--- src/rtl/video_timing_gen.sv ---
// Video timing generator: walks a frame as a fixed sequence of timed phases,
// reads pixels from a synchronous frame memory, and emits Vsync/Hsync/DataEn
// with aligned RGB data and pixel coordinates.
//
// Ports:
//   clk        clock, everything on the rising edge
//   rst        synchronous active-high reset
//   Start      level request to generate frames
//   RdEn       frame-memory read strobe (high for every ACTIVE cycle)
//   RdAddr     frame-memory address, line*W + pixel; holds when idle
//   PixelIn    {R,G,B} returned by the RAM one cycle after RdEn
//   Vsync      frame envelope, 2-cycle lag behind the FSM
//   Hsync      line envelope, 2-cycle lag behind the FSM
//   DataEn     active pixel qualifier, 2-cycle lag behind the FSM
//   R, G, B    pixel data aligned with DataEn, zero outside it
//   PixelX/Y   coordinates of the pixel currently on R/G/B
//   FrameDone  one-cycle pulse on the cycle Vsync falls
module video_timing_gen #(
    parameter int unsigned W       = 48,
    parameter int unsigned H       = 36,
    parameter int unsigned VS_PRE  = 6,
    parameter int unsigned HS_PRE  = 5,
    parameter int unsigned HS_POST = 7,
    parameter int unsigned H_BLANK = 152,
    parameter int unsigned VS_POST = 6,
    parameter int unsigned V_GAP   = 80,
    parameter int unsigned AW      = 20
) (
    input  logic          clk,
    input  logic          rst,
    input  logic          Start,
    output logic          RdEn,
    output logic [AW-1:0] RdAddr,
    input  logic [23:0]   PixelIn,
    output logic          Vsync,
    output logic          Hsync,
    output logic          DataEn,
    output logic [7:0]    R,
    output logic [7:0]    G,
    output logic [7:0]    B,
    output logic [11:0]   PixelX,
    output logic [11:0]   PixelY,
    output logic          FrameDone
);

    localparam int unsigned CW = 16;
    localparam int unsigned XW = 12;

    typedef enum logic [2:0] {
        S_IDLE,
        S_VS_PRE,
        S_HS_PRE,
        S_ACTIVE,
        S_HS_POST,
        S_H_BLANK,
        S_VS_POST,
        S_V_GAP
    } state_t;

    state_t          state, state_nx;
    logic [CW-1:0]   cnt, cnt_nx;      // cycles left in the current phase, minus one
    logic [XW-1:0]   px, px_nx;        // pixel index within the active line
    logic [XW-1:0]   ln, ln_nx;        // line index within the frame
    logic [AW-1:0]   addr;             // next frame-memory address to read

    logic            vs_s1, hs_s1, de_s1;
    logic [XW-1:0]   x_s1, y_s1;

    // FSM and counter registers
    always_ff @(posedge clk) begin
        if (rst) begin
            state <= S_IDLE;
            cnt   <= '0;
            px    <= '0;
            ln    <= '0;
        end else begin
            state <= state_nx;
            cnt   <= cnt_nx;
            px    <= px_nx;
            ln    <= ln_nx;
        end
    end

    // Phase sequencing: each phase is loaded with its length minus one on entry
    always_comb begin
        state_nx = state;
        cnt_nx   = (cnt != '0) ? cnt - CW'(1) : cnt;
        px_nx    = '0;
        ln_nx    = ln;
        case (state)
            S_IDLE: begin
                if (Start) begin
                    state_nx = S_VS_PRE;
                    cnt_nx   = CW'(VS_PRE - 1);
                    ln_nx    = '0;
                end
            end
            S_VS_PRE: begin
                if (cnt == '0) begin
                    state_nx = S_HS_PRE;
                    cnt_nx   = CW'(HS_PRE - 1);
                end
            end
            S_HS_PRE: begin
                if (cnt == '0) begin
                    state_nx = S_ACTIVE;
                    cnt_nx   = CW'(W - 1);
                end
            end
            S_ACTIVE: begin
                px_nx = px + XW'(1);
                if (cnt == '0) begin
                    state_nx = S_HS_POST;
                    cnt_nx   = CW'(HS_POST - 1);
                    px_nx    = '0;
                end
            end
            S_HS_POST: begin
                if (cnt == '0) begin
                    if (ln == XW'(H - 1)) begin
                        state_nx = S_VS_POST;
                        cnt_nx   = CW'(VS_POST - 1);
                    end else begin
                        state_nx = S_H_BLANK;
                        cnt_nx   = CW'(H_BLANK - 1);
                    end
                end
            end
            S_H_BLANK: begin
                if (cnt == '0) begin
                    state_nx = S_HS_PRE;
                    cnt_nx   = CW'(HS_PRE - 1);
                    ln_nx    = ln + XW'(1);
                end
            end
            S_VS_POST: begin
                if (cnt == '0) begin
                    state_nx = S_V_GAP;
                    cnt_nx   = CW'(V_GAP - 1);
                end
            end
            S_V_GAP: begin
                if (cnt == '0) begin
                    if (Start) begin
                        state_nx = S_VS_PRE;
                        cnt_nx   = CW'(VS_PRE - 1);
                        ln_nx    = '0;
                    end else begin
                        state_nx = S_IDLE;
                    end
                end
            end
            default: begin
                state_nx = S_IDLE;
                cnt_nx   = '0;
            end
        endcase
    end

    // Read port and two-stage output pipeline; RdEn is built from the next
    // state so it coincides with the ACTIVE cycles and leads DataEn by two.
    always_ff @(posedge clk) begin
        if (rst) begin
            RdEn      <= 1'b0;
            RdAddr    <= '0;
            addr      <= '0;
            vs_s1     <= 1'b0;
            hs_s1     <= 1'b0;
            de_s1     <= 1'b0;
            x_s1      <= '0;
            y_s1      <= '0;
            Vsync     <= 1'b0;
            Hsync     <= 1'b0;
            DataEn    <= 1'b0;
            PixelX    <= '0;
            PixelY    <= '0;
            R         <= '0;
            G         <= '0;
            B         <= '0;
            FrameDone <= 1'b0;
        end else begin
            RdEn <= (state_nx == S_ACTIVE);
            // Lines are contiguous in memory, so a running address equals line*W + pixel
            if (state == S_IDLE || state == S_V_GAP) begin
                addr <= '0;
            end else if (state_nx == S_ACTIVE) begin
                RdAddr <= addr;
                addr   <= addr + AW'(1);
            end

            vs_s1 <= (state != S_IDLE) && (state != S_V_GAP);
            hs_s1 <= (state == S_HS_PRE) || (state == S_ACTIVE) || (state == S_HS_POST);
            de_s1 <= (state == S_ACTIVE);
            x_s1  <= (state == S_ACTIVE) ? px : '0;
            y_s1  <= (state == S_ACTIVE) ? ln : '0;

            Vsync  <= vs_s1;
            Hsync  <= hs_s1;
            DataEn <= de_s1;
            PixelX <= x_s1;
            PixelY <= y_s1;
            // RAM data for the stage-1 pixel arrives this cycle
            R <= de_s1 ? PixelIn[23:16] : '0;
            G <= de_s1 ? PixelIn[15:8]  : '0;
            B <= de_s1 ? PixelIn[7:0]   : '0;
            FrameDone <= Vsync & ~vs_s1;
        end
    end

endmodule
--- config.mk ---
export PLATFORM = sky130hd
export DESIGN_NAME = video_timing_gen
export DESIGN_NICKNAME = d
export VERILOG_FILES = /design/src/rtl/video_timing_gen.sv
export SDC_FILE = /design/constraint.sdc
export NUM_CORES = 1
export LEC_CHECK = 0
export ABC_AREA = 1
export CORE_UTILIZATION = 55
export CTS_BUF_LIST = sky130_fd_sc_hd__clkbuf_8
export DETAILED_ROUTE_END_ITERATION = 6
export PLACE_DENSITY = 0.91
export SLEW_MARGIN = 10
export SYNTH_ARGS = -nofsm -noshare
export SYNTH_HDL_FRONTEND = slang
export SYNTH_SLANG_ARGS = --single-unit
--- constraint.sdc ---
create_clock -name clk -period 2.65 [get_ports clk]
set_input_delay 0.53 -clock clk [delete_from_list [all_inputs] [get_ports clk]]
set_output_delay 0.53 -clock clk [all_outputs]
set_load 0.05 [all_outputs]
==> results of run 1 <==
==> placed cells by master, fill, tap and decap left out, types with 8 or more instances in the layout <==
cell and count:
clkbuf_8 19, dfxtp_1 163, nand2_1 127, nor3_1 11
inv_1 109, nand4_1 16, xor2_1 14, buf_4 8
nand3_1 41, nor2_1 208, xnor2_1 13, clkdlybuf4s50_1 99
a21oi_1 38, o21ai_0 31
==> cell usage after synthesis (5+ instances only) <==
library cell    n  area, µm²
nand4_1        16        100
nor3_1         11       55.1
a21oi_1        38        190
nand2_1       127        477
dfxtp_1       163       3260
o21ai_0        31        155
nand2_2         7       43.8
nand3_1        41        205
nor2_1        208        781
inv_2           7       26.3
xor2_1         14        123
nor3b_1         5       37.5
xnor2_1        13        114
ha_1            6       75.1
inv_1         106        398
clkbuf_1       10       37.5
buf_6           6       67.6
==> critical path, cell delays in order, from the launching register on <==
cell and delay [ns]:
dfxtp_1 0.33, inv_1 0.12, ha_1 0.30, nand2_2 0.14
nor2_4 0.17, a21oi_2 0.10, nand2_2 0.26, nand2_4 0.23
inv_2 0.36, nand2_1 0.09, a21oi_1 0.15
==> final cells by class <==
| type | instances | area [µm²] | area share (%) |
|---|---|---|---|
| clock buffers | 19 | 262 | 3.33 |
| clock inverters | 12 | 85.1 | 1.08 |
| inverters | 116 | 440 | 5.61 |
| multi-input cells | 542 | 2560 | 32.7 |
| flip-flops and latches | 163 | 3260 | 41.6 |
| well taps | 143 | 179 | 2.28 |
| repair buffers | 107 | 1050 | 13.4 |
==> worst max path at each step <==
| stage | slack [ns] | endpoint | startpoint |
|---|---|---|---|
| after CTS | 0.34 | addr[0]$_SDFFE_PP0P_ | cnt[0]$_SDFF_PP0_ |
| final | 0.29 | addr[0]$_SDFFE_PP0P_ | cnt[0]$_SDFF_PP0_ |
| after detailed placement | 0.37 | addr[0]$_SDFFE_PP0P_ | cnt[0]$_SDFF_PP0_ |
| after floorplan | 0.90 | RdAddr[14]$_SDFFE_PP0P_ | cnt[0]$_SDFF_PP0_ |
| after global routing | 0.05 | addr[0]$_SDFFE_PP0P_ | cnt[0]$_SDFF_PP0_ |
| after global placement | 0.48 | addr[0]$_SDFFE_PP0P_ | cnt[0]$_SDFF_PP0_ |
==> cell families (layout without fill, tap and decap cells) <==
kind of cell / Yosys count / after routing / synth area share, %
flops: 163 / 163 / 51.0
xor+xnor: 27 / 27 / 3.70
compound gates: 80 / 80 / 6.79
simple gates: 429 / 429 / 28.4
fa+ha+maj: 6 / 6 / 1.17
buf+inv: 137 / 254 / 8.94
==> metal layers <==
layer  global-route usage, %  routed length (µm)  up-vias
li1                        -                   -     2830
met1                    28.6                5960     2524
met2                    38.7                6620      174
met3                    5.81                 811       44
met4                    13.9                 457        0
met5                       0                   0        -
==> state kept, by name, indices dropped and copies added, names as in the netlist <==
register / cells
PixelX: 12
Hsync: 1
B: 8
RdEn: 1
R: 8
G: 8
RdAddr: 20
PixelY: 12
y_s1: 12
ln: 12
x_s1: 12
px: 12
state: 3
hs_s1: 1
DataEn: 1
vs_s1: 1
cnt: 16
addr: 20
Vsync: 1
FrameDone: 1
de_s1: 1
==> power by group <==
part | internal, mW | switching [mW] | total (mW) | leakage (nW)
Clock | 0.697 | 0.898 | 1.59 | 0.192
Sequential | 2.63 | 0.160 | 2.79 | 1.32
Combinational | 0.723 | 1.47 | 2.19 | 1.66
==> through the flow <==
| step | instances | setup WS [ns] | area [µm²] | utilization [%] | hold WS [ns] |
|---|---|---|---|---|---|
| floorplan | 842 | 0.899 | 6400 | - | 0.388 |
| global placement | 1071 | 0.477 | 7500 | 65.9 | 0.390 |
| detailed placement | 1071 | 0.374 | 7500 | 65.9 | 0.392 |
| CTS | 1102 | 0.341 | 7840 | 69.0 | 0.403 |
| global route | 1102 | 0.0544 | 7840 | 69.0 | 0.422 |
| finish | 1102 | 0.294 | 7840 | 69.0 | 0.403 |
==> impl_metrics.py, run 1 <==
metrics = {
    "critical_path": {
        "critPathArrivalTime_ns": 2.74,
        "cp_max_fo": 25,
        "crit_type": "register to register",
        "r2r_slack_ns": 0.29,
        "endpoint_kind": "register",
        "r2r_cells": 10,
        "worstReg2RegStart": "cnt[0]$_SDFF_PP0_",
        "start_kind": "register",
        "r2r_end": "addr[0]$_SDFFE_PP0P_",
        "cp.required_ns": 3.04,
    },
    "layout": {
        "area_growth_pct": 22.6,
        "diodes": 0,
        "fillers": 894,
        "drive_gt1_share_pct": 6.57,
        "layout.nets": 980,
    },
    "timing": {
        "maxSlewViolCount": 0,
        "max-slew-margin-rel_pct": 63.5,
        "worst_slew_pin_slew_ns": 0.545,
        "rsz0062_at_grt": "no",
        "max_freq_ghz": 0.424,
        "period_share_pct": 88.9,
        "finalCriticalPeriod_ns": 2.36,
        "setup_tns_ns": 0,
        "setup_viol": 0,
        "hold_viol_final": 0,
        "fin_worst_skew_ns": 0.00949,
    },
    "clock_network": {
        "clkSlewWorstSetupHoldPaths_ns": 0.08,
        "hold_buffers": 0,
        "insertion_delay_ns": 0.47,
        "cts.sinks": 163,
        "clock_path_buffers": 2,
        "cts_resized": 0,
        "htreeDepth": 4,
        "cts_root_buf": "clkbuf_8",
        "cts_tree": "built",
        "cts_buffers": 17,
        "cts_setup_buffers": 0,
    },
    "synth": {
        "synthesis.area_mm2": 0.00640,
        "synth-seq-cells": 163,
        "yosysWarningCount": 0,
        "synth_cell_types": 39,
        "synth_seq_area_share_pct": 51.0,
        "ys.flop_type": "dfxtp_1",
        "avgSynthCellArea_um2": 7.60,
        "syn_inst": 842,
        "synth-async-reset-ratio_pct": 0,
        "synth_nets": 875,
        "synth_edf_count": 0,
    },
    "place": {
        "io_buffers": 99,
        "gp_congestion": 0.944,
        "dp_hpwl_um": 9900,
    },
    "floorplan": {
        "die_y_um": 110,
        "fp-row-count": 39,
        "io-pin-count": 100,
        "die_area_mm2": 0.0121,
        "start_util_pct": 56.3,
        "fp.coreArea_mm2": 0.0114,
        "die_w_um": 110,
    },
    "pwr": {
        "power_mw": 6.58,
        "leakage_nw": 3.17,
        "vdd_ir_drop_max_uv": 470,
        "power_density_mw_per_mm2": 838,
    },
    "routing": {
        "drc": 0,
        "antenna_left": 0,
        "wl_um": 13800,
        "vias": 5572,
        "vias_per_cell": 5.06,
        "drt_first_pass_iters": 5,
        "drt_iter0_markers": 509,
        "avgRoutedWirePerCell_um": 12.6,
    },
    "min_path": {
        "holdPathEnd": "PixelX[6]$_SDFF_PP0_",
        "hp-start": "x_s1[6]$_SDFF_PP0_",
        "hold_path.class": "register to register",
        "holdPathStages": 2,
    },
    "global_routing": {
        "antenna_found_initial": 0,
        "grt_pass1_wl_um": 22200,
        "grt_usage_pct": 23.8,
        "grt_max_degree": 27,
        "grt.overflow.total": 0,
        "grt_pass1_vias": 4962,
    },
    "job": {
        "drv_cap": 0,
    },
    "status": {
        "status": "finished clean",
    },
}
Power figures use the tool's default switching activity.
==> run 2, diff against run 1 <==
- CORE_MARGIN: default -> 1.5
- CTS_CLUSTER_SIZE: default -> 30
==> run 2 against run 1 <==
Against the previous run: sequential power about the same; fmax increased by 0.55%; first-iteration DRC count decreased by 19%; flip-flop and latch count unchanged; critical path type unchanged; largest power group unchanged.
==> impl_metrics.py, run 2 (synthesis gave the netlist of run 1 again) <==
metrics = {
    "global_routing": {
        "grt_max_degree": 41,
        "grt_usage_pct": 23.1,
        "grt_pass1_vias": 5057,
        "grt.overflow.total": 0,
        "antenna_found_initial": 0,
        "grt_pass1_wl_um": 23200,
    },
    "clock_network": {
        "cts.sinks": 163,
        "clock_path_buffers": 2,
        "cts_root_buf": "clkbuf_8",
        "clkSlewWorstSetupHoldPaths_ns": 0.08,
        "hold_buffers": 0,
        "cts_setup_buffers": 0,
        "cts_buffers": 17,
        "htreeDepth": 4,
        "cts_tree": "built",
        "insertion_delay_ns": 0.45,
        "cts_resized": 0,
    },
    "routing": {
        "drt_iter0_markers": 412,
        "drc": 0,
        "wl_um": 13600,
        "vias": 5468,
        "vias_per_cell": 4.98,
        "avgRoutedWirePerCell_um": 12.4,
        "drt_first_pass_iters": 5,
        "antenna_left": 0,
    },
    "layout": {
        "fillers": 894,
        "design_area_mm2": 0.00791,
        "diodes": 0,
        "drive_gt1_share_pct": 6.28,
        "reg_top3": "RdAddr (20), addr (20), cnt (16)",
        "multi_input_area_mm2": 0.00256,
        "layout.nets": 978,
        "final_common_cell": "nor2_1",
        "final_cell_mix": "208 x nor2_1, 163 x dfxtp_1, 127 x nand2_1, 108 x inv_1, 99 x clkdlybuf4s50_1",
        "area_growth_pct": 23.5,
        "seqCellArea_mm2": 0.00326,
    },
    "critical_path": {
        "crit_type": "register to register",
        "r2r_slack_ns": 0.31,
        "cp.required_ns": 2.99,
        "r2r_end": "RdAddr[5]$_SDFFE_PP0P_",
        "critPathArrivalTime_ns": 2.69,
        "cp-endpoint": "RdAddr[5]$_SDFFE_PP0P_",
        "endpoint_kind": "register",
        "worstReg2RegStart": "cnt[0]$_SDFF_PP0_",
        "start_kind": "register",
        "cp_max_fo": 32,
        "startpoint": "cnt[0]$_SDFF_PP0_",
        "r2r_cells": 11,
    },
    "floorplan": {
        "fp-row-count": 39,
        "die_y_um": 111,
        "die_w_um": 111,
        "die_area_mm2": 0.0123,
        "start_util_pct": 56.3,
        "fp.coreArea_mm2": 0.0114,
        "io-pin-count": 100,
    },
    "timing": {
        "max-slew-margin-rel_pct": 63.3,
        "rsz0062_at_grt": "no",
        "period_share_pct": 88.4,
        "max_freq_ghz": 0.427,
        "setup_tns_ns": 0,
        "setup_viol": 0,
        "hold_viol_final": 0,
        "finalCriticalPeriod_ns": 2.34,
        "fin_worst_skew_ns": 0.0163,
        "worst_slew_pin_slew_ns": 0.548,
        "maxSlewViolCount": 0,
    },
    "min_path": {
        "hold_path.class": "register to register",
    },
    "status": {
        "status": "finished clean",
    },
    "pwr": {
        "leakage_nw": 3.18,
        "vdd_ir_drop_max_uv": 529,
        "power_density_mw_per_mm2": 869,
    },
    "place": {
        "dp_hpwl_um": 9630,
        "placed_cell_area_mm2": 0.00748,
        "gp_congestion": 0.905,
        "io_buffers": 99,
    },
    "job": {
        "drv_cap": 0,
    },
}
==> run 2: worst min path at each step <==
stage                     cells after the start                     to                start
after detailed placement                      2   PixelY[0]$_SDFF_PP0_   y_s1[0]$_SDFF_PP0_
after global placement                        2  PixelX[10]$_SDFF_PP0_  x_s1[10]$_SDFF_PP0_
final                                         2   PixelX[5]$_SDFF_PP0_   x_s1[5]$_SDFF_PP0_
after global routing                          2   PixelY[3]$_SDFF_PP0_   y_s1[3]$_SDFF_PP0_
after CTS                                     2   PixelX[5]$_SDFF_PP0_   x_s1[5]$_SDFF_PP0_
after floorplan                               2       Hsync$_SDFF_PP0_     hs_s1$_SDFF_PP0_
==> run 2: per-layer routing <==
metal | track usage (%) | vias to the layer above | share of wire, %
met4 | 9.66 | 0 | 2.7
met5 | 0 | - | 0
li1 | - | 2823 | -
met1 | 29.1 | 2436 | 44
met3 | 6.29 | 30 | 5.4
met2 | 37.6 | 179 | 48
==> run 2: cell type report <==
| type | instances | share of cell area, % |
|---|---|---|
| flip-flops and latches | 163 | 41.3 |
| well taps | 143 | 2.26 |
| multi-input cells | 542 | 32.4 |
| clock buffers | 19 | 3.31 |
| repair buffers | 105 | 13.1 |
| clock inverters | 10 | 2.04 |
| inverters | 116 | 5.57 |
==> run 2: critical path: stages, from the launching register on <==
cell and delay [ns]:
dfxtp_1 0.33, inv_1 0.12, ha_1 0.30, nand2_2 0.15
nor2_4 0.17, nand2_4 0.09, clkinv_4 0.10, nand3_4 0.19
nand2_4 0.33, inv_2 0.24, nor2_1 0.16, nor2_1 0.06
==> run 2: power breakdown <==
part	internal, mW	total [mW]	switching [mW]
clock	1.06	1.91	0.847
combinational	0.721	2.17	1.45
sequential	2.63	2.79	0.160
==> run 2: per-stage QoR <==
step | power [mW] | hold WS [ns] | setup WS [ns] | std cells | util (%)
after floorplan | 4.51 | 0.388 | 0.899 | 842 | -
after global placement | 4.95 | 0.388 | 0.450 | 1069 | 65.8
after detailed placement | 4.98 | 0.396 | 0.335 | 1069 | 65.8
after CTS | 6.88 | 0.401 | 0.338 | 1098 | 69.5
after global routing | 7.27 | 0.413 | 0.0847 | 1098 | 69.5
final | 6.87 | 0.397 | 0.307 | 1098 | 69.5
